File: config.mk
export PLATFORM = sky130hd
export DESIGN_NAME = led_scan_driver
export DESIGN_NICKNAME = d
export VERILOG_FILES = /design/src/rtl/led_scan_driver.sv
export SDC_FILE = /design/constraint.sdc
export NUM_CORES = 1
export LEC_CHECK = 0
export BUFFER_PORTS_ARGS = -buffer_cell sky130_fd_sc_hd__buf_2
export CAP_MARGIN = 20
export CORE_AREA = 2 2 79 81
export CTS_CLUSTER_SIZE = 28
export DETAILED_ROUTE_END_ITERATION = 6
export DIE_AREA = 0 0 81 83
export PLACE_DENSITY = 0.83
export SYNTH_ARGS = -nofsm -noshare
export SYNTH_HDL_FRONTEND = slang
export SYNTH_SLANG_ARGS = --single-unit
File: constraint.sdc
create_clock -name clk -period 5.9 [get_ports clk]
set_clock_uncertainty 0.2 [all_clocks]
set_input_delay 0.885 -clock clk [delete_from_list [all_inputs] [get_ports clk]]
set_output_delay 0.885 -clock clk [all_outputs]
set_load 0.02 [all_outputs]
File: src/rtl/led_scan_driver.sv
// led_scan_driver: double-buffered row-scan engine for an 8x8 bicolour LED matrix fed from frame RAM
module led_scan_driver #(
  parameter int DWELL_CYC      = 1000,
  parameter int BLANK_CYC      = 4,
  parameter bit ROW_ACTIVE_LOW = 1'b0,
  parameter bit COL_ACTIVE_LOW = 1'b0
) (
  input  logic       clk,
  input  logic       rst,
  input  logic       en,
  output logic       rd_en,
  input  logic       rd_grant,
  output logic [7:0] addr_row,
  output logic [7:0] addr_col,
  input  logic [3:0] rd_data,
  output logic [7:0] row_sel,
  output logic [7:0] col_r,
  output logic [7:0] col_g,
  output logic [2:0] cur_row,
  output logic       frame_done
);
  localparam int DW = $clog2(DWELL_CYC + 1);
  localparam int BW = $clog2(BLANK_CYC + 1);
  localparam logic [DW-1:0] DLAST = DW'(DWELL_CYC - 1);
  localparam logic [BW-1:0] BLAST = BW'(BLANK_CYC - 1);
  localparam logic [7:0] ROFF = ROW_ACTIVE_LOW ? 8'hFF : 8'h00;
  localparam logic [7:0] COFF = COL_ACTIVE_LOW ? 8'hFF : 8'h00;

  typedef enum logic [1:0] {IDLE, PRIME, BLANK, SHOW} state_t;

  state_t        state_q, state_d;
  logic          rd_en_q, rd_en_d, cap_q, cap_d, fdone_q, fdone_d, fd_q, fd_d;
  logic [2:0]    arow_q, arow_d, acol_q, acol_d, ccol_q, ccol_d, cur_q, cur_d;
  logic [DW-1:0] dcnt_q, dcnt_d;
  logic [BW-1:0] bcnt_q, bcnt_d;
  logic [7:0]    rs_q, rs_d, cr_q, cr_d, cg_q, cg_d;
  logic [7:0]    sr_q, sg_q;
  logic          acc, last_acc, fdone_now;
  logic          unused;

  assign unused    = rd_data[0];
  assign acc       = rd_en_q & rd_grant;
  assign last_acc  = acc & (acol_q == 3'd7);
  assign fdone_now = fdone_q | (cap_q & (ccol_q == 3'd7));

  always_comb begin
    state_d = state_q;
    rd_en_d = rd_en_q;
    arow_d  = arow_q;
    acol_d  = acol_q;
    cap_d   = 1'b0;
    ccol_d  = ccol_q;
    fdone_d = fdone_q;
    dcnt_d  = dcnt_q;
    bcnt_d  = bcnt_q;
    cur_d   = cur_q;
    rs_d    = rs_q;
    cr_d    = cr_q;
    cg_d    = cg_q;
    fd_d    = 1'b0;
    if (state_q == PRIME || state_q == SHOW) begin
      cap_d   = acc;
      ccol_d  = acol_q;
      acol_d  = (acc && !last_acc) ? acol_q + 3'd1 : acol_q;
      rd_en_d = rd_en_q & ~last_acc;
      fdone_d = fdone_now;
    end
    case (state_q)
      IDLE: if (en) begin
        state_d = PRIME;
        rd_en_d = 1'b1;
        acol_d  = 3'd0;
        arow_d  = 3'd0;
        fdone_d = 1'b0;
      end
      PRIME: if (fdone_now) begin
        state_d = BLANK;
        bcnt_d  = '0;
      end
      BLANK: begin
        bcnt_d = bcnt_q + BW'(1);
        if (bcnt_q == BLAST) begin
          state_d = SHOW;
          cur_d   = arow_q;
          rs_d    = (8'd1 << arow_q) ^ ROFF;
          cr_d    = sr_q ^ COFF;
          cg_d    = sg_q ^ COFF;
          rd_en_d = 1'b1;
          acol_d  = 3'd0;
          arow_d  = arow_q + 3'd1;
          fdone_d = 1'b0;
          dcnt_d  = '0;
        end
      end
      SHOW: begin
        dcnt_d = (dcnt_q == DLAST) ? dcnt_q : dcnt_q + DW'(1);
        if (dcnt_q == DLAST && fdone_now) begin
          state_d = BLANK;
          bcnt_d  = '0;
          rs_d    = ROFF;
          cr_d    = COFF;
          cg_d    = COFF;
        end
      end
      default: state_d = IDLE;
    endcase
    // registered pulse: predict that the coming cycle is the last SHOW cycle of row 7
    fd_d = (state_d == SHOW) && (cur_d == 3'd7) && (dcnt_d == DLAST) &&
           (fdone_d | (cap_d & (ccol_d == 3'd7)));
    if (!en && state_q != IDLE) begin
      state_d = IDLE;
      rd_en_d = 1'b0;
      cap_d   = 1'b0;
      acol_d  = 3'd0;
      arow_d  = 3'd0;
      fdone_d = 1'b0;
      cur_d   = 3'd0;
      rs_d    = ROFF;
      cr_d    = COFF;
      cg_d    = COFF;
      fd_d    = 1'b0;
    end
  end

  always_ff @(posedge clk or posedge rst) begin
    if (rst) begin
      state_q <= IDLE;
      rd_en_q <= 1'b0;
      arow_q  <= 3'd0;
      acol_q  <= 3'd0;
      cap_q   <= 1'b0;
      ccol_q  <= 3'd0;
      fdone_q <= 1'b0;
      dcnt_q  <= '0;
      bcnt_q  <= '0;
      cur_q   <= 3'd0;
      rs_q    <= ROFF;
      cr_q    <= COFF;
      cg_q    <= COFF;
      fd_q    <= 1'b0;
    end else begin
      state_q <= state_d;
      rd_en_q <= rd_en_d;
      arow_q  <= arow_d;
      acol_q  <= acol_d;
      cap_q   <= cap_d;
      ccol_q  <= ccol_d;
      fdone_q <= fdone_d;
      dcnt_q  <= dcnt_d;
      bcnt_q  <= bcnt_d;
      cur_q   <= cur_d;
      rs_q    <= rs_d;
      cr_q    <= cr_d;
      cg_q    <= cg_d;
      fd_q    <= fd_d;
    end
  end

  // shadow keeps only the lit colour bits; a datum in flight when en drops is dropped
  always_ff @(posedge clk or posedge rst) begin
    if (rst) begin
      sr_q <= 8'h00;
      sg_q <= 8'h00;
    end else if (cap_q && en) begin
      sr_q[ccol_q] <= rd_data[1] & rd_data[3];
      sg_q[ccol_q] <= rd_data[2] & rd_data[3];
    end
  end

  assign rd_en      = rd_en_q;
  assign addr_row   = {5'd0, arow_q};
  assign addr_col   = {5'd0, acol_q};
  assign row_sel    = rs_q;
  assign col_r      = cr_q;
  assign col_g      = cg_q;
  assign cur_row    = cur_q;
  assign frame_done = fd_q;
endmodule

After elaboration in Yosys (flattened, before gate mapping). Cells that the tools add are included.

Flip-flop bits (word level): 71. Input bits: 8. Output and inout port bits: 45. Logic and storage cells: 121.

Add/subtract/negate cells: 4. Magnitude comparators: 2. Equal/unequal tests: 16. Shift-type cells: 1. Muxes and demuxes: 53. Bitwise operators: 10. Reductions and logical operators: 19.

Operators by type and width (count): 2-to-1 mux 8 bit (7); case mux 8 bit (2 select lines) (3); 2-to-1 mux 3 bit (14); equality test 10 bit, second input constant (2); 2-to-1 mux 10 bit (2); case mux 10 bit (2 select lines) (1); bitwise mux 8 bit (2); equality test 3 bit, second input constant (4); 2-to-1 mux 1 bit (12); case mux 3 bit (2 select lines) (2); adder 10 x 1 -> 10 bit, second input constant (1); 2-to-1 mux 2 bit (5); adder 3 x 1 -> 3 bit, second input constant (3); case mux 3 bit (3 select lines) (1); AND reduction 3 bit (3); nonzero test 3 bit (3); logical AND 1 bit (8); case mux 2 bit (4 select lines) (1); left shift 1 x 3 -> 8 bit, first input constant (1); bitwise AND 1 bit (7); equality test 2 bit, second input constant (3); inequality test 3 bit, second input constant (2); < comparator 3 x 4 -> 1 bit, second input constant (1); case mux 1 bit (2 select lines) (2); other kinds (13) (15).

Longest topological paths before layout.
Depth after elaboration: 11. Mapped depth: 8. Gate-level depth less buffers: 7.

Worst setup path before layout. No wires, ideal clock.

Path type: reg-to-reg. Start point: reg bcnt_q[0]. End point: reg fd_q (netlist: frame_done). Library setup time: 0.096 ns. Arrival: 1.841 ns. Data required time: 5.604 ns. Slack: 3.764 ns. Stages on the path, launching flop included: 9. Buffers on the path: 1. Period minus slack after synthesis: 2.136 ns. Cells stage by stage: dfrtp_1 -> ha_1 -> ha_1 -> buf_2 -> o21ai_2 -> a211oi_1 -> a2111oi_2 -> nand4_1 -> nor4_2.

Longest elaborated chain between the ends: 8. Elaborated cells on any way between the ends: 17. Classes of those cells: eq/ne (4); mux (9); bitwise (1); reduce/logical (3).

RTL lines: start: declaration (RTL line 35) `logic [BW-1:0] bcnt_q, bcnt_d;`; start signal: assignment (RTL line 150) `bcnt_q <= bcnt_d;`; equality test 3 x 2 -> 1 bit (*) (RTL line 82) `if (bcnt_q == BLAST) begin`; 2-to-1 mux 2 bit / 2-to-1 mux 3 bit (equally long branches) (RTL line 82); case mux 2 bit (4 select lines) / 2-to-1 mux 3 bit (equally long branches) (RTL line 68) `case (state_q)`; equality test 2 bit / equality test 3 bit (equally long branches) (RTL line 108) `fd_d = (state_d == SHOW) && (cur_d == 3'd7) && (dcnt_d == DLAST) &&`; logical AND 1 bit (2 in series) (RTL line 108); logical AND 1 bit (*) (RTL line 108); 2-to-1 mux 1 bit (*) (RTL line 110) `if (!en && state_q != IDLE) begin`; net fd_d (RTL line 32) `logic rd_en_q, rd_en_d, cap_q, cap_d, fdone_q, fdone_d, fd_q, fd_d;`; end signal: assignment (RTL line 140) `fd_q <= 1'b0;`; end signal: assignment (RTL line 155) `fd_q <= fd_d;`; end: declaration (RTL line 32).

Mark *: on every way through the listed nets, which the timed path passes. The rest lies on a longest branch. A chain may end at the register's enable or synchronous reset.

Worst setup path in the final report. Ends and elaborated chain as after synthesis.

==> reports/metrics.cfg <==
[finish]
final_cell_mix=dfrtp_1 (71), buf_2 (41), a22o_1 (23)
layout_commonest_cell=dfrtp_1
nets=364
post-route-util_pct=66.98
drive_gt1_share_pct=26.57
n_antenna_cell=0
final_cells=425
area_delta_synth_final_pct=11.86

[sta]
finalSetupTns_ps=0
min_period_ps=2500
slew_headroom_pct=39.65
setup_violations=0
rsz0062_at_grt=no
post-route-period-util_pct=42.38
max_freq_mhz=399.9
worst_slew_pin_slew_ps=905.2
slew_viol_final=0
hold_viol_final=0

[critical_path]
r2r-start=bcnt_q[0]
reg2reg_depth=7
r2r_slack_ps=3400
endpoint_kind=flop
arrival_ps=2560
crit_required_ps=5960
crit_type=reg -> reg
critPathLaunch=bcnt_q[0]
cp_max_fo=10
endpoint=frame_done
timing.rr.end=frame_done
start_kind=flop

[logic_synthesis]
synth_area_sq_um=3482
synth-edff-count=0
async_flop_share_pct=100.0
syn_area_per_cell_sq_um=11.27
synth.distinct_cells=59
ys_seq_area_share_pct=51.02
syn_inst=309
ys_seq_elements=71
synth_warnings=0
yosys_most_used_dff=dfrtp_1

[clocking]
clockRootBuffer=clkbuf_8
clk_latency_ps=350
postCtsSetupRepairBufs=0
cts_buffers=9
htreeDepth=3
hold_buffers=0
cts_sinks=71
cts_tree=done
cts.clk_slew.worst_paths_ps=80
cts_resized=0
cts_max_path_buffers=2

[min_path]
whs_path_depth=1
hp-class=reg -> reg
hold_start=row_sel[4]

[global_routing]
overflow=0
grt_max_degree=72
antenna_found_initial=0
grt_pass1_wl_um=11440
grt_pass1_vias=2404
track_usage_pct=21.85

[drt]
drt_first_pass_iters=4
ant_nets=0
drc=0
avgViaCountPerCell=5.918
initialDrtViolationCount=158
num_vias=2515
drt-total-wl_um=6890
wl_per_cell_um=16.21

[power_and_ir_drop]
power_frac_seq_pct=50.6
pwr-share-clk_pct=44.4
p_switching_uw=244.3
swShare_pct=24.50
max-vdd-ir-drop_v=0.0002046
p_per_area_nw_per_um2=256.1
p_leak_nw=1.974
power_uw=997.4
p_comb_share_pct=5.0
p_int_uw=753.1

[floorplan]
die_h_um=83
ioPinCount=53
die_area_sq_um=6723
coreArea_sq_um=5816
dieWidth_um=81
rows=28
initial_core_util_pct=59.88

[placement]
io_buffers=41
dpl.hpwl_um=4666
globalplace.congestion=0.8828
placedCellCount=408

[run_status]
outcome=finished clean

[run]
maxCapViolations=0

## worst max-delay path, cell delays in order, from the launching register on
cell and delay, ps:
dfrtp_1 390, ha_1 200, ha_1 300, o21ai_2 430, a211oi_1 140, a2111oi_2 240
nand4_1 190, nor4_2 310
## flip-flops by register name, summed over array words and instances (netlist names), 8 cells and up
signal,cells
dcnt_q,10
col_g,8
sr_q,8
sg_q,8
row_sel,8
col_r,8
## cell usage after synthesis, types with 4 or more instances
master / n / share of area [%]
dfrtp_1: 71 / 51
a22o_1: 23 / 5.8
mux2_2: 20 / 6.5
nor2_1: 18 / 1.9
nand3_1: 16 / 2.3
nand2_1: 14 / 1.5
buf_4: 13 / 2.8
ha_1: 11 / 4.0
o21ai_0: 11 / 1.6
inv_1: 10 / 1.1
a21oi_1: 8 / 1.1
nor2b_1: 6 / 1.1
and3_1: 5 / 0.90
buf_2: 5 / 0.72
nand2b_1: 5 / 0.90
clkbuf_1: 4 / 0.43
nand4_1: 4 / 0.72
## per-stage QoR
| step | hold WS (ps) | cell area [sq um] | worst slack [ps] |
|---|---|---|---|
| after floorplan | 260.3 | 3516 | 3018 |
| after global placement | 268.4 | 3651 | 3253 |
| after detailed placement | 276.3 | 3651 | 3230 |
| after CTS | 291.8 | 3880 | 3202 |
| after global routing | 316.0 | 3895 | 3233 |
| final | 292.8 | 3895 | 3400 |
## cell type report
| type | count | area, sq um |
|---|---|---|
| repair buffers | 43 | 227.7 |
| inverters | 10 | 37.54 |
| fillers | 458 | 1921 |
| clock inverters | 7 | 105.1 |
| multi-input cells | 210 | 1530 |
| well taps | 75 | 93.84 |
| clock buffers | 9 | 123.9 |
| flip-flops and latches | 71 | 1777 |
## power by group through the flow
stage / clock network, mW / registers [mW] / logic (mW)
2_1_floorplan: 0 / 0.511 / 0.0455
3_3_place_gp: 0 / 0.514 / 0.0473
3_5_place_dp: 0 / 0.514 / 0.0488
4_1_cts: 0.446 / 0.504 / 0.0490
5_1_grt: 0.468 / 0.506 / 0.0558
6_report: 0.443 / 0.505 / 0.0496
## metal layers
layer / part of all wire, % / wire [um] / global-route usage (%) / up-vias
li1: - / - / - / 1190
met1: 47 / 3223 / 30.17 / 1253
met2: 47 / 3225 / 33.88 / 63
met3: 5.1 / 351 / 3.587 / 9
met4: 1.3 / 89 / 9.399 / 0
met5: 0 / 0 / 0 / -
## how the worst min path moves through the flow
stage / endpoint / slack, ps
floorplan: col_g[0] / 260
global placement: col_g[2] / 270
detailed placement: row_sel[4] / 280
CTS: col_r[1] / 290
global route: col_r[3] / 320
finish: row_sel[4] / 290
## cells by family after synthesis
family | Yosys count | synth area share, %
DFF | 71 | 51.02
and+or+nand+nor | 92 | 14.70
buffers and inverters | 37 | 6.000
adders and majority gates | 11 | 3.953
AOI/OAI and AO/OA | 73 | 16.67
other | 1 | 0.1077
xor gates and xnor gates | 2 | 0.5031
muxes | 22 | 7.043
Note: power is estimated with default switching activity, not from simulation.
